### src/rtl/mem_seq_pkg.sv
// mem_seq_pkg: state encoding and default widths
// shared by the RAM access sequencer files.
package mem_seq_pkg;

  localparam int DEF_DATA_W = 8;
  localparam int DEF_ADDR_W = 2;
  localparam int ST_W       = 3;

  localparam logic [ST_W-1:0] IDLE    = 3'd0;
  localparam logic [ST_W-1:0] WAIT_WD = 3'd1;
  localparam logic [ST_W-1:0] SETUP   = 3'd2;
  localparam logic [ST_W-1:0] STROBE  = 3'd3;
  localparam logic [ST_W-1:0] HOLD    = 3'd4;
  localparam logic [ST_W-1:0] RELEASE = 3'd5;
  localparam logic [ST_W-1:0] RESP    = 3'd6;
  localparam logic [ST_W-1:0] NEXT    = 3'd7;

  // oe is high exactly while the FSM sits in STROBE or HOLD
  function automatic logic oe_state(input logic [ST_W-1:0] s);
    return (s == STROBE) || (s == HOLD);
  endfunction

endpackage

### src/rtl/mem_seq_addr_gen.sv
// mem_seq_addr_gen: loadable wrapping address register
// plus beat down-counter with a last-beat flag.
module mem_seq_addr_gen
  import mem_seq_pkg::*;
#(
  parameter int ADDR_W = DEF_ADDR_W
) (
  input  logic              clk,
  input  logic              rst,
  input  logic              load_i,
  input  logic              step_i,
  input  logic [ADDR_W-1:0] addr_i,
  input  logic [ADDR_W-1:0] len_i,
  output logic [ADDR_W-1:0] addr_o,
  output logic              last_o
);

  localparam logic [ADDR_W:0] CNT_ONE =
    {{ADDR_W{1'b0}}, 1'b1};

  logic [ADDR_W-1:0] addr_q, addr_d;
  logic [ADDR_W:0]   cnt_q, cnt_d;

  // Counter holds beats left including the current one;
  // a step on the last beat is refused so it never underflows.
  assign last_o = (cnt_q <= CNT_ONE);
  assign addr_o = addr_q;

  // Load on accept, advance (wrapping) between beats
  always_comb begin
    addr_d = addr_q;
    cnt_d  = cnt_q;
    if (load_i) begin
      addr_d = addr_i;
      cnt_d  = {1'b0, len_i} + CNT_ONE;
    end else if (step_i && !last_o) begin
      addr_d = addr_q + 1'b1;
      cnt_d  = cnt_q - CNT_ONE;
    end
  end

  // Address and beat count registers
  always_ff @(posedge clk) begin
    if (rst) begin
      addr_q <= '0;
      cnt_q  <= '0;
    end else begin
      addr_q <= addr_d;
      cnt_q  <= cnt_d;
    end
  end

endmodule

### src/rtl/mem_seq_ctrl.sv
// mem_seq_ctrl: burst sequencer that drives glitch-free
// control sequences into a level-sensitive RAM.
module mem_seq_ctrl
  import mem_seq_pkg::*;
#(
  parameter int DATA_W   = DEF_DATA_W,
  parameter int ADDR_W   = DEF_ADDR_W,
  parameter int HOLD_CYC = 1
) (
  input  logic              clk,
  input  logic              rst,
  input  logic              req_valid,
  output logic              req_ready,
  input  logic              req_write,
  input  logic [ADDR_W-1:0] req_addr,
  input  logic [ADDR_W-1:0] req_len,
  input  logic              wr_valid,
  output logic              wr_ready,
  input  logic [DATA_W-1:0] wr_data,
  output logic              rd_valid,
  input  logic              rd_ready,
  output logic [DATA_W-1:0] rd_data,
  output logic              busy,
  output logic              mem_r_w,
  output logic              mem_oe,
  output logic [ADDR_W-1:0] mem_address,
  output logic [DATA_W-1:0] mem_dato_w,
  input  logic [DATA_W-1:0] mem_dato
);

  localparam logic [1:0] HOLD_LAST = 2'(HOLD_CYC - 1);

  logic [ST_W-1:0]   state_q, state_d;
  logic [1:0]        hold_cnt_q, hold_cnt_d;
  logic              mem_oe_q;
  logic              mem_r_w_q;
  logic [DATA_W-1:0] mem_dato_w_q;
  logic              rd_valid_q;
  logic [DATA_W-1:0] rd_data_q;

  logic accept;
  logic wd_take;
  logic hold_last;
  logic rd_capture;
  logic step;
  logic last_beat;

  assign req_ready = (state_q == IDLE);
  assign wr_ready  = (state_q == WAIT_WD);
  assign busy      = (state_q != IDLE);

  assign accept     = req_ready && req_valid;
  assign wd_take    = wr_ready && wr_valid;
  assign hold_last  = (hold_cnt_q == HOLD_LAST);
  assign rd_capture = (state_q == HOLD) && hold_last
                      && !mem_r_w_q;
  assign step       = (state_q == NEXT);

  mem_seq_addr_gen #(
    .ADDR_W (ADDR_W)
  ) u_addr_gen (
    .clk    (clk),
    .rst    (rst),
    .load_i (accept),
    .step_i (step),
    .addr_i (req_addr),
    .len_i  (req_len),
    .addr_o (mem_address),
    .last_o (last_beat)
  );

  // Next-state logic of the access sequence
  always_comb begin
    state_d = state_q;
    case (state_q)
      IDLE: begin
        if (req_valid)
          state_d = req_write ? WAIT_WD : SETUP;
      end
      WAIT_WD: begin
        if (wr_valid) state_d = SETUP;
      end
      SETUP:   state_d = STROBE;
      STROBE:  state_d = HOLD;
      HOLD: begin
        if (hold_last) state_d = RELEASE;
      end
      RELEASE: state_d = mem_r_w_q ? NEXT : RESP;
      RESP: begin
        if (rd_ready) state_d = NEXT;
      end
      NEXT: begin
        if (last_beat)      state_d = IDLE;
        else if (mem_r_w_q) state_d = WAIT_WD;
        else                state_d = SETUP;
      end
      default: state_d = IDLE;
    endcase
  end

  // Counts cycles spent in HOLD
  always_comb begin
    hold_cnt_d = '0;
    if (state_q == HOLD) hold_cnt_d = hold_cnt_q + 2'd1;
  end

  // State and registered outputs; oe and rd_valid are
  // computed from the next state so they are plain flops
  always_ff @(posedge clk) begin
    if (rst) begin
      state_q      <= IDLE;
      hold_cnt_q   <= '0;
      mem_oe_q     <= 1'b0;
      mem_r_w_q    <= 1'b0;
      mem_dato_w_q <= '0;
      rd_valid_q   <= 1'b0;
      rd_data_q    <= '0;
    end else begin
      state_q    <= state_d;
      hold_cnt_q <= hold_cnt_d;
      mem_oe_q   <= oe_state(state_d);
      rd_valid_q <= (state_d == RESP);
      if (accept)     mem_r_w_q    <= req_write;
      if (wd_take)    mem_dato_w_q <= wr_data;
      if (rd_capture) rd_data_q    <= mem_dato;
    end
  end

  assign mem_oe     = mem_oe_q;
  assign mem_r_w    = mem_r_w_q;
  assign mem_dato_w = mem_dato_w_q;
  assign rd_valid   = rd_valid_q;
  assign rd_data    = rd_data_q;

endmodule
### config.mk
export PLATFORM = sky130hd
export DESIGN_NAME = mem_seq_ctrl
export DESIGN_NICKNAME = d
export VERILOG_FILES = /design/src/rtl/mem_seq_pkg.sv /design/src/rtl/mem_seq_addr_gen.sv /design/src/rtl/mem_seq_ctrl.sv
export SDC_FILE = /design/constraint.sdc
export NUM_CORES = 1
export LEC_CHECK = 0
export ABC_AREA = 1
export BUFFER_PORTS_ARGS = -buffer_cell sky130_fd_sc_hd__buf_4
export CORE_AREA = 2 2 56 58
export DETAILED_ROUTE_END_ITERATION = 12
export DIE_AREA = 0 0 58 60
export GPL_TIMING_DRIVEN = 0
export MAX_ROUTING_LAYER = met4
export PLACE_DENSITY = 0.76
export RECOVER_POWER = 25
export SLEW_MARGIN = 10
export SYNTH_ARGS = -nofsm -noshare
export SYNTH_HDL_FRONTEND = slang
export SYNTH_SLANG_ARGS = --single-unit
export TNS_END_PERCENT = 100
### constraint.sdc
create_clock -name clk -period 1.9 [get_ports clk]
set_clock_uncertainty 0.15 [all_clocks]
set_input_delay 0.19 -clock clk [delete_from_list [all_inputs] [get_ports clk]]
set_output_delay 0.19 -clock clk [all_outputs]
set_load 0.02 [all_outputs]
Word level (Yosys, flattened, before mapping)
Index checks and enable logic that the tools add are counted.
Cells by class
  add/sub/neg operators: 4
  order comparisons: 1
  equal/unequal tests: 10
  muxes and demuxes: 13
  bitwise operators: 1
  reduce and logical (&&, ||, !) cells: 13
Operator list (number)
  $pmux 3 s8: 1
  $eq 3x3->1 const B: 6
  $mux 3: 6
  $mux 2: 5
  $eq 3x2->1 const B: 3
  $logic_and 1x1->1: 5
  $add 2x1->2 const B: 2
  $add 2x1->3 const B: 1
  $eq 3x1->1 const B: 1
  $le 3x1->1 const B: 1
  $logic_not 3->1: 1
  $reduce_bool 3->1: 1
  $sub 3x1->3 const B: 1
  $logic_not 1->1: 2
  $logic_not 2->1: 1
  $reduce_bool 2->1: 1
  $reduce_or 2->1: 1
  $logic_or 1x1->1: 1
  $mux 1: 1
  $not 1->1: 1
Storage, ports and cells
  register bits: 29
  output and inout bits: 24
  logic and storage cells: 51

Logic depth before layout (Yosys ltp)
  depth in word-level cells: 5
  depth in mapped cells: 10

Cells and area by module
From an unflattened synthesis, not the netlist that was laid out.
Second synthesis, totals
  cells, all modules: 189
  area total of the unflattened synthesis: 1373.8 um^2
By module, submodules not included
  mem_seq_ctrl: times used 1, cells an instance 139, area each 1052.3 um^2, seq. area each 480.5 um^2
  mem_seq_addr_gen: times used 1, cells an instance 50, area each 321.6 um^2, seq. area each 100.1 um^2

Worst setup path after synthesis
OpenSTA, ideal clock, no wires.
  path type: reg2reg
  start: register state_q[0]
  end: register u_addr_gen.addr_q[1], in the netlist u_addr_gen.addr_o[1]
  arrival time: 1127 ps
  required time: 1636 ps
  path slack: 509 ps
  stages on the path, launching flop included: 7
  period minus slack after synthesis: 1391 ps
  cell sequence: dfxtp_1 nor2_4 nand2_4 nor2_8 or2_2 a21oi_1 nor2_1
Between the ends
  word-level cells in the longest chain between the ends: 3
  elaborated cells on any way between the ends: 6
  classes of those cells: eq/ne: 1; mux: 1; reduce/logical: 4
Ends and longest elaborated chain
  from (decl): line mem_seq_ctrl.sv:33  | logic [ST_W-1:0] state_q, state_d;
  from (signal assigned): line mem_seq_ctrl.sv:119  | state_q <= state_d;
  $eq 3x3->1 / $logic_not 3->1 (equally long branches): line mem_seq_ctrl.sv:57, mem_seq_ctrl.sv:48
  $logic_and 1x1->1, on equally long branches: line mem_seq_addr_gen.sv:36, mem_seq_ctrl.sv:52
  $reduce_bool 2->1 (no line) / $mux 2 (equally long branches)
  to (signal assigned): line mem_seq_addr_gen.sv:48  | addr_q <= addr_d;
  to (decl): line mem_seq_addr_gen.sv:21  | logic [ADDR_W-1:0] addr_q, addr_d;
Parallel ways exist; a longest one is shown, timed or not.
A chain may end at the register's enable or synchronous reset.

Worst setup path after layout
  start: register state_q[1]
  end: register mem_r_w_q, in the netlist mem_r_w
Between the ends
  word-level cells in the longest chain between the ends: 2
Ends and longest elaborated chain
  $logic_not 3->1: line mem_seq_ctrl.sv:48  | assign req_ready = (state_q == IDLE);
  $logic_and 1x1->1: line mem_seq_ctrl.sv:52  | assign accept = req_ready && req_valid;
  to (signal assigned): line mem_seq_ctrl.sv:123  | if (accept) mem_r_w_q <= req_write;
  to (decl): line mem_seq_ctrl.sv:36  | logic mem_r_w_q;
No other way between the ends.

==> reports/qor.yml <==
status:
  status: "finished, final reports clean"
synth:
  yosys-top-cells-area: "dfxtp_1 (44%), inv_1 (8.4%), o21ai_0 (8.3%)"
  synth_area_um2: 1330
  synth_cell_type_count: 22
  syn_inst: 184
  synth_top_cell_by_area: "dfxtp_1"
  yosysTopAreaCellShare_pct: 43.5
  synth_flop_cell: "dfxtp_1"
  synthesis.nets: 214
  syn_avg_cell_area_um2: 7.25
  synth-seq-cells: 29
  synth_common_cells: "inv_1 (30), dfxtp_1 (29), nor2_1 (29)"
  synth_enable_flop_cells: 0
  async_flop_share_pct: 0
  seq_area_frac_synth_pct: 43.5
  yosys.cell_count.top_type: "inv_1"
  ys_warn_count: 0
routing:
  drt-vias-per-instance: 4.69
  num_vias: 1387
  firstDrtPassIters: 4
  dr.first_iter.drc_count: 38
  wl_per_cell_um: 10.9
  ant_nets: 0
  drc: 0
  wirelength_um: 3230
pwr:
  power.density_nw_per_um2: 919
  leakage_nw: 0.926
  ir_drop_v: 0.000650
sta:
  hold_viol_final: 0
  maxSlewViolCount: 0
  tightest_slew_ns: 0.370
  finalCritPeriodShare_pct: 93.6
  maxSlewHeadroom_pct: 75.4
  rsz0062_at_grt: "no"
  max_freq_ghz: 0.562
  fin_tns_setup_ns: 0
  setup_slack_ns: 0.121
  setup_violations: 0
  fin_crit_ns: 1.78
layout:
  layout.nets: 292
  diodes: 0
  drive_above_1_share_pct: 22.8
  area_growth_pct: 47.0
flow_run:
  maxCapViolations: 0
place:
  io_buffers: 49
  gp_congestion: 0.783
  dp_hpwl_um: 2200
  place_ws_ns: 0.355
floorplanning:
  dieArea_um2: 3480
  initial_utilization_pct: 45.9
  core_region_area_um2: 2900
  die_h_um: 60
  die_width_um: 58
  rows: 20
  ios: 50
hold_path:
  hp-class: "in2reg"
  hp-start: "req_addr[1]"
global_route:
  overflow: 0
  met2_usage_pct: 38.1
  grt_busiest_layer: "met2"
  grtUsageMet1_pct: 23.3
  grt_pass1_vias: 1330
  grt_max_degree: 11
  grt_pass1_wl_um: 5580
  globalRouteTotalUtil_pct: 22.0
  grt_use_met3_pct: 6.93
  antenna_found_initial: 0
clocking:
  h-tree-depth: 2
  cts_sinks: 29
  cts_max_path_buffers: 2
  path_clk_slew_ns: 0.09
  clk_latency_ns: 0.32
  root_buffer: "clkbuf_4"
  cts_tree: "built"
  cts_buffers: 5
setup_path:
  rr_startpoint: "state_q[1]$_SDFF_PP0_"
  worstPathMaxFanout: 6
  worstSetupStartpoint: "state_q[1]$_SDFF_PP0_"
  reg2reg_slack_ns: 0.12
  worstSetupStartpointType: "flip-flop"
  end_kind: "flip-flop"
  critPathArrivalTime_ns: 1.90
  required_ns: 2.02
  critPathKind: "reg2reg"
per-layer routing:
layer	up-vias	share of wire, %
met1	602	44
met4	0	1.9
met5	-	0
li1	732	-
met2	44	48
met3	9	6.4
what timing repair did:
action / 4_1_cts / 5_1_grt
endpoints found under the hold margin: 21 / 0
endpoints found under the setup margin: 0 / 1
hold buffers: 20 / 0
setup buffers: 0 / 2
resized for setup: 0 / 2
final cells by class:
type	count	area, um^2
clock buffers	8	48.8
multi-input cells	120	617
fillers	264	942
well taps	33	41.3
plain buffers	3	13.8
repair buffers	71	534
inverters	32	123
flip-flops and latches	29	583
final timing paths:
check | to | depth (start not counted)
worst min-delay path | u_addr_gen.addr_o[1]$_SDFFE_PP0P_ | 5
worst max-delay path | mem_r_w$_SDFFE_PP0P_ | 6
worst max register to register | mem_r_w$_SDFFE_PP0P_ | 6
worst min register to register | hold_cnt_q[0]$_SDFF_PP0_ | 1
cells by family (layout without fill, tap and decap cells):
family	count (synthesis)	in the layout	synth area share (%)
fa+ha+maj	4	4	3.75
flops	29	29	43.5
simple gates	78	78	27.9
compound gates	38	38	14.6
buf+inv	35	114	10.2
where the power goes:
group          total (mW)  internal [mW]  switching, mW
combinational       0.699          0.290          0.409
sequential          0.753          0.692         0.0611
clock               0.350          0.147          0.203
critical path: stages (launching register included):
cell and delay (ns):
dfxtp_2 0.36, nor2_4 0.16, nand2_4 0.11, nor2_8 0.17
nand2_1 0.09, a21oi_1 0.13, dlygate4sd3_1 0.55
stage by stage:
step	hold slack [ns]	std cells	area [um^2]	utilization [%]	power [mW]
finish	0.0572	296	1960	67.5	1.80
global route	0.0783	296	1960	67.5	1.93
CTS	0.0461	294	1990	68.6	1.82
detailed placement	0.219	266	1740	60.0	1.43
global placement	0.219	266	1740	60.0	1.42
floorplan	0.109	184	1330	-	1.20
registers in the layout, indices dropped and copies added, names as in the netlist:
signal / count
u_addr_gen.cnt_q: 3
rd_valid: 1
hold_cnt_q: 2
u_addr_gen.addr_o: 2
rd_data: 8
state_q: 3
mem_oe: 1
mem_r_w: 1
mem_dato_w: 8
cells in the final DEF (no fill, tap or decap), drive strengths merged, types with 10 or more instances in the layout:
| cell | count |
|---|---|
| dlygate4sd3 | 20 |
| clkbuf | 22 |
| buf | 40 |
| a21oi | 12 |
| dfxtp | 29 |
| nand3 | 10 |
| inv | 32 |
| nand2 | 29 |
| nor2 | 33 |
| o21ai | 22 |
(Power assumes the default switching activity.)
